File: src/rtl/booth_pkg.sv
// Shared definitions for the booth multiplier issue stage: default operand width and FSM encoding.
package booth_pkg;

  localparam int N_DEFAULT = 8;

  typedef enum logic [2:0] {
    IDLE  = 3'd0,
    START = 3'd1,
    ARM   = 3'd2,
    WAIT  = 3'd3,
    HOLD  = 3'd4
  } state_t;

endpackage

File: src/rtl/booth_fifo.sv
// Synchronous first-word-fall-through FIFO holding packed operand pairs.
module booth_fifo #(
  parameter int W     = 16,
  parameter int DEPTH = 4
) (
  input  logic         Clock,
  input  logic         Resetn,
  input  logic         push,
  input  logic         pop,
  input  logic [W-1:0] wdata,
  output logic [W-1:0] rdata,
  output logic         full,
  output logic         empty
);

  localparam int AW = $clog2(DEPTH);

  logic [W-1:0] mem [DEPTH];
  logic [AW:0]  wr_ptr;
  logic [AW:0]  rd_ptr;
  logic         do_push;
  logic         do_pop;

  // Pointers carry one extra wrap bit so full and empty are distinguishable.
  assign full    = (wr_ptr[AW] != rd_ptr[AW]) && (wr_ptr[AW-1:0] == rd_ptr[AW-1:0]);
  assign empty   = (wr_ptr == rd_ptr);
  assign do_push = push && !full;
  assign do_pop  = pop && !empty;
  assign rdata   = mem[rd_ptr[AW-1:0]];

  always_ff @(posedge Clock or negedge Resetn) begin
    if (!Resetn) begin
      wr_ptr <= '0;
      rd_ptr <= '0;
    end else begin
      if (do_push) wr_ptr <= wr_ptr + (AW+1)'(1);
      if (do_pop)  rd_ptr <= rd_ptr + (AW+1)'(1);
    end
  end

  always_ff @(posedge Clock) begin
    if (do_push) mem[wr_ptr[AW-1:0]] <= wdata;
  end

endmodule

File: src/rtl/booth_issue.sv
// Operand-issue and result-capture stage that sits beside the booth multiplier.
//
// state | meaning
// IDLE  | waiting for a queued pair; pops the head into the operand registers
// START | one-cycle start pulse to the multiplier
// ARM   | guard cycle, a Done left over from the previous operation is ignored
// WAIT  | multiplier busy; Done captures the product
// HOLD  | result presented until the consumer accepts it
module booth_issue
  import booth_pkg::*;
#(
  parameter int N     = N_DEFAULT,
  parameter int DEPTH = 4
) (
  input  logic           Clock,
  input  logic           Resetn,
  input  logic           In_Valid,
  output logic           In_Ready,
  input  logic [N-1:0]   In_Mplier,
  input  logic [N-1:0]   In_Mcand,
  output logic           Out_Valid,
  input  logic           Out_Ready,
  output logic [2*N-1:0] Out_Product,
  output logic           Mul_Start,
  output logic [N-1:0]   Mul_Mplier,
  output logic [N-1:0]   Mul_Mcand,
  input  logic           Mul_Done,
  input  logic [2*N-1:0] Mul_Product
);

  state_t         state;
  state_t         state_next;
  logic [2*N-1:0] head;
  logic           full;
  logic           empty;
  logic           push;
  logic           pop;
  logic           capture;

  assign In_Ready = !full;
  assign push     = In_Valid && In_Ready;

  booth_fifo #(
    .W     (2*N),
    .DEPTH (DEPTH)
  ) u_fifo (
    .Clock  (Clock),
    .Resetn (Resetn),
    .push   (push),
    .pop    (pop),
    .wdata  ({In_Mplier, In_Mcand}),
    .rdata  (head),
    .full   (full),
    .empty  (empty)
  );

  always_comb begin
    state_next = state;
    pop        = 1'b0;
    Mul_Start  = 1'b0;
    capture    = 1'b0;
    case (state)
      IDLE: begin
        if (!empty) begin
          pop        = 1'b1;
          state_next = START;
        end
      end
      START: begin
        Mul_Start  = 1'b1;
        state_next = ARM;
      end
      ARM:  state_next = WAIT;
      WAIT: begin
        if (Mul_Done) begin
          capture    = 1'b1;
          state_next = HOLD;
        end
      end
      HOLD: begin
        if (Out_Ready) state_next = IDLE;
      end
      default: state_next = IDLE;
    endcase
  end

  always_ff @(posedge Clock or negedge Resetn) begin
    if (!Resetn) begin
      state       <= IDLE;
      Mul_Mplier  <= '0;
      Mul_Mcand   <= '0;
      Out_Product <= '0;
      Out_Valid   <= 1'b0;
    end else begin
      state <= state_next;
      // Operands stay frozen from the pop until the next pop.
      if (pop) begin
        Mul_Mplier <= head[2*N-1:N];
        Mul_Mcand  <= head[N-1:0];
      end
      if (capture) begin
        Out_Product <= Mul_Product;
        Out_Valid   <= 1'b1;
      end else if (state == HOLD && Out_Ready) begin
        Out_Valid <= 1'b0;
      end
    end
  end

endmodule
File: config.mk
export PLATFORM = sky130hd
export DESIGN_NAME = booth_issue
export DESIGN_NICKNAME = d
export VERILOG_FILES = /design/src/rtl/booth_pkg.sv /design/src/rtl/booth_fifo.sv /design/src/rtl/booth_issue.sv
export SDC_FILE = /design/constraint.sdc
export NUM_CORES = 1
export LEC_CHECK = 0
export ABC_AREA = 0
export CAP_MARGIN = 20
export CORE_MARGIN = 4
export CORE_UTILIZATION = 52
export CTS_CLUSTER_SIZE = 12
export DETAILED_ROUTE_END_ITERATION = 10
export GPL_TIMING_DRIVEN = 0
export PLACE_DENSITY_LB_ADDON = 0.05
export SETUP_SLACK_MARGIN = 0.1
export SLEW_MARGIN = 20
export SYNTH_ARGS = -nofsm -noshare
export SYNTH_HDL_FRONTEND = slang
export SYNTH_SLANG_ARGS = --single-unit
File: constraint.sdc
create_clock -name Clock -period 2.5 [get_ports Clock]
set_input_delay 0.25 -clock Clock [delete_from_list [all_inputs] [get_ports Clock]]
set_output_delay 0.25 -clock Clock [all_outputs]
set_load 0.02 [all_outputs]
**Word level (Yosys, flattened, before mapping)**

Memory sizes are Yosys's and may differ from the RTL's. A register that Yosys moved wholly into a read port is not among the register bits.
Cells that the tools add are included.

- Register bits after elaboration: 26
- Bits in writable memories: 64
- Bits of input ports: 37
- Output and inout port bits: 35
- Memories kept: 1

- Add/sub/neg operators: 2
- Equal/unequal tests: 10
- Multiplexer cells: 13
- Reductions and logical operators: 11

Memories:

| name | words | bits a word | rd ports | clocked after Yosys merged registers in | wr ports | RTL line | source |
|---|---|---|---|---|---|---|---|
| u_fifo.mem | 4 | 16 | 1 | 1 | 1 | booth_fifo.sv:18 | `logic [W-1:0] mem [DEPTH];` |

Operators with widths:

| kind | number |
|---|---|
| $pmux W3 S5 | 1 |
| $mux W1 | 9 |
| $mux W3 | 3 |
| $add A3 B1 Y3 const B | 2 |
| $eq A3 B2 Y1 const B | 2 |
| $ne A2 B2 Y1 const B | 3 |
| $logic_and A1 B1 Y1 | 5 |
| $eq A3 B1 Y1 const B | 1 |
| $eq A3 B3 Y1 | 1 |
| $eq A3 B3 Y1 const B | 1 |
| $logic_not A1 Y1 | 3 |
| $logic_not A3 Y1 | 1 |
| $reduce_and A3 Y1 | 1 |
| $eq A2 B2 Y1 | 1 |
| $reduce_bool A2 Y1 | 1 |
| $ne A1 B1 Y1 | 1 |

**Longest topological paths before layout**

- Depth in word-level cells: 7
- Mapped depth: 6
- Gate-level depth less buffers: 4

**Modules after synthesis**

Synthesis repeated with hierarchy kept, for this count alone.

- Cell total of the unflattened synthesis: 223
- Area, all modules: 4272.8 µm²

Modules (own cells, without submodules):

| module | times used | cells an instance | area each (µm²) | seq. area each (µm²) |
|---|---|---|---|---|
| booth_fifo | 1 | 135 | 2830.2 | 2072.0 |
| booth_issue | 1 | 88 | 1442.6 | 900.9 |

**Least setup slack after synthesis**

Ideal clock, no wire load.

- Path type: register to register
- From: reg u_fifo.rd_ptr[1]
- To: mem u_fifo.mem[3][0], enable pin
- Arrival time: 1.695 ns
- Required time: 2.098 ns
- Setup slack: 0.402 ns
- Stages on the path, launching flop included: 4
- Path buffers: 1
- Path through: dfrtp_1 > buf_6 > xnor2_1 > a31oi_1

- Longest elaborated chain between the ends: 7

RTL lines:

| what | RTL line | source |
|---|---|---|
| from (decl) | booth_fifo.sv:20 | `logic [AW:0] rd_ptr;` |
| from (signal assigned) | booth_fifo.sv:37 | `if (do_pop) rd_ptr <= rd_ptr + (AW+1)'(1);` |
| $eq A2 B2 Y1 * | booth_fifo.sv:25 | `assign full = (wr_ptr[AW] != rd_ptr[AW]) && (wr_ptr[AW-1:0] == rd_ptr[AW-1:0]);` |
| $logic_and A1 B1 Y1 * | booth_fifo.sv:25 |  |
| $logic_not A1 Y1 * | booth_fifo.sv:27, booth_issue.sv:40 |  |
| $logic_and A1 B1 Y1 | booth_issue.sv:41 | `assign push = In_Valid && In_Ready;` |
| $logic_and A1 B1 Y1 * | booth_fifo.sv:27 | `assign do_push = push && !full;` |
| $mux W1 * | booth_fifo.sv:42 | `if (do_push) mem[wr_ptr[AW-1:0]] <= wdata;` |
| $mux W1 (implied by the code) * | booth_fifo.sv:42 |  |
| to (decl) | booth_fifo.sv:18 |  |

Mark *: on every way between the ends. The rest lies on a longest branch, timed or not.

**Final worst setup path**

- From: reg u_fifo.rd_ptr[0]
- To: out In_Ready

- Longest elaborated chain between the ends: 3

RTL lines:

| what | RTL line | source |
|---|---|---|
| $eq A2 B2 Y1 | booth_fifo.sv:25 |  |
| $logic_and A1 B1 Y1 | booth_fifo.sv:25 |  |
| $logic_not A1 Y1 | booth_issue.sv:40 | `assign In_Ready = !full;` |
| to (decl) | booth_issue.sv:18 | `output logic In_Ready,` |

Every way passes these cells.

==> key figures <==
GRT
  • Largest net degree at the start of global routing: 31
  • GR Overflow Total: 0
  • First-pass GRT wire length: 11.6 mm
  • Aggregate global-route resource usage: 0.158
  • Antenna violations before repair: 0
  • Vias in the first global route: 2,240

Critical path
  • FF-to-FF Start: u_fifo.rd_ptr[0]$_DFFE_PN0P_
  • R2r endpoint: u_fifo.mem[1][0]$_DFFE_PP_
  • Reg2reg setup slack: 0.35 ns
  • Crit path kind: reg -> out
  • CP startpoint: u_fifo.rd_ptr[0]$_DFFE_PN0P_
  • CP endpoint kind: primary output
  • R2R depth: 4
  • Startpoint Class: flop
  • Critical Path RT: 2.25 ns
  • Crit-path max FO: 10
  • Crit path DAT: 2.01 ns
  • Worst setup path end: In_Ready

Synthesis
  • Syn Inst Count: 207
  • Synth cell count leaders: 64 x edfxtp_1, 42 x dfrtp_1, 25 x mux2_2
  • Mean Syn Cell Area: 20.0 um2
  • Top_reg_cell synth: edfxtp_1
  • Cells taking the most area after synthesis: edfxtp_1 46%, dfrtp_1 25%, mux4_2 7.1%
  • Post-synth top area share: 0.465
  • Largest area contributor in the netlist: edfxtp_1
  • Ys async rst share: 0.396
  • Post-synth EDFFs: 64
  • Most common cell in the netlist: edfxtp_1
  • Register area share after synthesis: 0.719
  • Syn. warnings: 0
  • Syn Nets: 249
  • Synth unique cells: 28
  • Post-synthesis instance area: 0.00414 mm2
  • Post-synthesis sequential element count: 106

Route
  • Total Wirelength: 7.02 mm
  • Total number of vias: 2,087
  • Post-DR vias/cell: 5.24
  • DR iter-0 viols: 57
  • Routed Antenna Nets: 0
  • Drt wl/cell: 17.6 um
  • DR pass1 iterations: 4
  • DRC violations left: 0

Place
  • Routability Congestion: 0.701
  • DP HPWL: 4.63 mm
  • Buffers on Ports: 71

Timing
  • Slew Limit Fails: 0
  • Hold Fails Final Rpt: 0
  • Tightest Pin Transition: ~0.74 ns
  • Tmin final: 2.26 ns
  • # setup viols final: 0
  • Fmax: 442 MHz
  • RSZ-0062 raised after global routing: false
  • Slew Limit Headroom: 0.504
  • Clk_skew: 0.0101 ns
  • Period utilization: 0.906

Floorplan
  • Boundary pin count: 72
  • Core box area: 0.00773 mm2
  • Rows: 32
  • Initial Util: 0.535
  • Vert. Die Dim: 97.2 um
  • Die ar.: 0.00944 mm2
  • Die Wd: 97.2 um

Clock network
  • Max Root-Sink Buffers: 2
  • CTS tree: built
  • H-tree levels: 3
  • Clock Latency Late Sink: 0.36 ns
  • Reg clk slew, reported paths: 0.10 ns
  • Clock buffer count from CTS: 9
  • Clk sinks: about 110
  • Setup bufs post-CTS: 0
  • Clock Root Buffer: clkbuf_8

Cells and area
  • Synthesis-to-layout area growth: 25.8%
  • Register Area: 0.00297 mm2
  • Antenna Cells: 0
  • Core Util, Final: 0.673
  • Multi-input gate area: 0.00108 mm2
  • Layout fillers: 543
  • Final #Nets: 333
  • Share of layout cells above drive strength 1: 0.264

Outcome
  • Status: complete, no violations

Flow run
  • Max Cap Viol: 0

Hold path
  • Worst Hold Class: in -> async

Power
  • Power Density: 1250 mW/mm2
  • Max IR drop VDD: around 0.50 mV
  • Leak: 1.93 nW
  • Total power: 6.52 mW
[worst min-delay path by stage]
stage,endpoint,slack (ns),depth (start not counted)
2_1_floorplan,Mul_Mcand[0]$_DFFE_PN0P_,-0.05,0
3_5_place_dp,Out_Valid$_DFFE_PN0P_,0.18,1
4_1_cts,Mul_Mcand[3]$_DFFE_PN0P_,0.32,2
5_1_grt,Mul_Mcand[3]$_DFFE_PN0P_,0.32,2
6_report,Mul_Mcand[4]$_DFFE_PN0P_,0.32,2
3_3_place_gp,u_fifo.wr_ptr[2]$_DFFE_PN0N_,0.48,1
[cell families after synthesis]
family / synth area share
compound gates: 0.0179
xor+xnor: 0.0191
fa+ha+maj: 0.0151
buf+inv: 0.0233
flops: 0.719
mux: 0.191
simple gates: 0.0151
[metrics by stage]
step	setup WS (ns)	cell area, um2	cells	hold WS [ns]	setup TNS [ns]
after detailed placement	0.0519	5000	381	0.181	0
after global placement	-0.373	4970	380	0.475	-9.65
after CTS	0.195	5200	398	0.315	0
final	0.235	5200	398	0.317	0
after global routing	0.138	5200	398	0.325	0
after floorplan	0.402	4140	207	-0.0456	0
[routing by layer]
layer | vias to the layer above | wire [um] | part of all wire | GRT usage
met5 | - | 0 | 0 | 0
met4 | 0 | 91 | 0.013 | 0.0616
met3 | 11 | 359 | 0.051 | 0.0366
met2 | 53 | 3610 | 0.51 | 0.274
met1 | 1060 | 2960 | 0.42 | 0.193
li1 | 963 | - | - | -
[power by group]
part           internal, mW  switching [mW]
registers              2.48           0.250
logic                  1.48            1.33
clock network         0.383           0.602
total                  4.34            2.18
[placed cells by master, fill, tap and decap left out, drive strengths merged]
cell type	count
clkdlybuf4s50	70
edfxtp	64
dfrtp	42
mux2	34
mux4	16
buf	11
clkbuf	9
inv	9
xor2	5
ha	5
xnor2	4
a31oi	4
and2	3
nand2	3
nor3	2
a21oi	2
clkinv	2
nand3	1
nand4	1
o31a	1
o21ai	1
o31ai	1
o311ai	1
o41ai	1
nand3b	1
nor2	1
clkinvlp	1
dlygate4sd3	1
[area by class of cell]
class                   instances  area share
multi-input cells              87       0.209
plain buffers                   9      0.0149
flip-flops and latches        106       0.571
clock inverters                 7      0.0118
repair buffers                 73       0.141
clock buffers                   9      0.0238
well taps                     102      0.0245
inverters                       5     0.00361
[critical path, cell delays in order (launching register included)]
cell and delay (ns):
dfrtp_1 0.39, buf_4 0.20, xnor2_1 0.35, nand3_1 0.14, clkdlybuf4s50_1 0.57
[state kept, by name, indices dropped and copies added, names as in the netlist]
| signal | count |
|---|---|
| u_fifo.wr_ptr | 3 |
| Out_Valid | 1 |
| Mul_Mplier | 8 |
| Out_Product | 16 |
| Mul_Mcand | 8 |
| u_fifo.rd_ptr | 3 |
| state | 3 |
| u_fifo.mem | 64 |
[timing repair]
action	4_1_cts	5_1_grt
gates resized for setup	3	0
hold endpoints to repair	12	0
setup endpoints to repair	48	0
hold buffers	1	0
(Power assumes the default switching activity.)
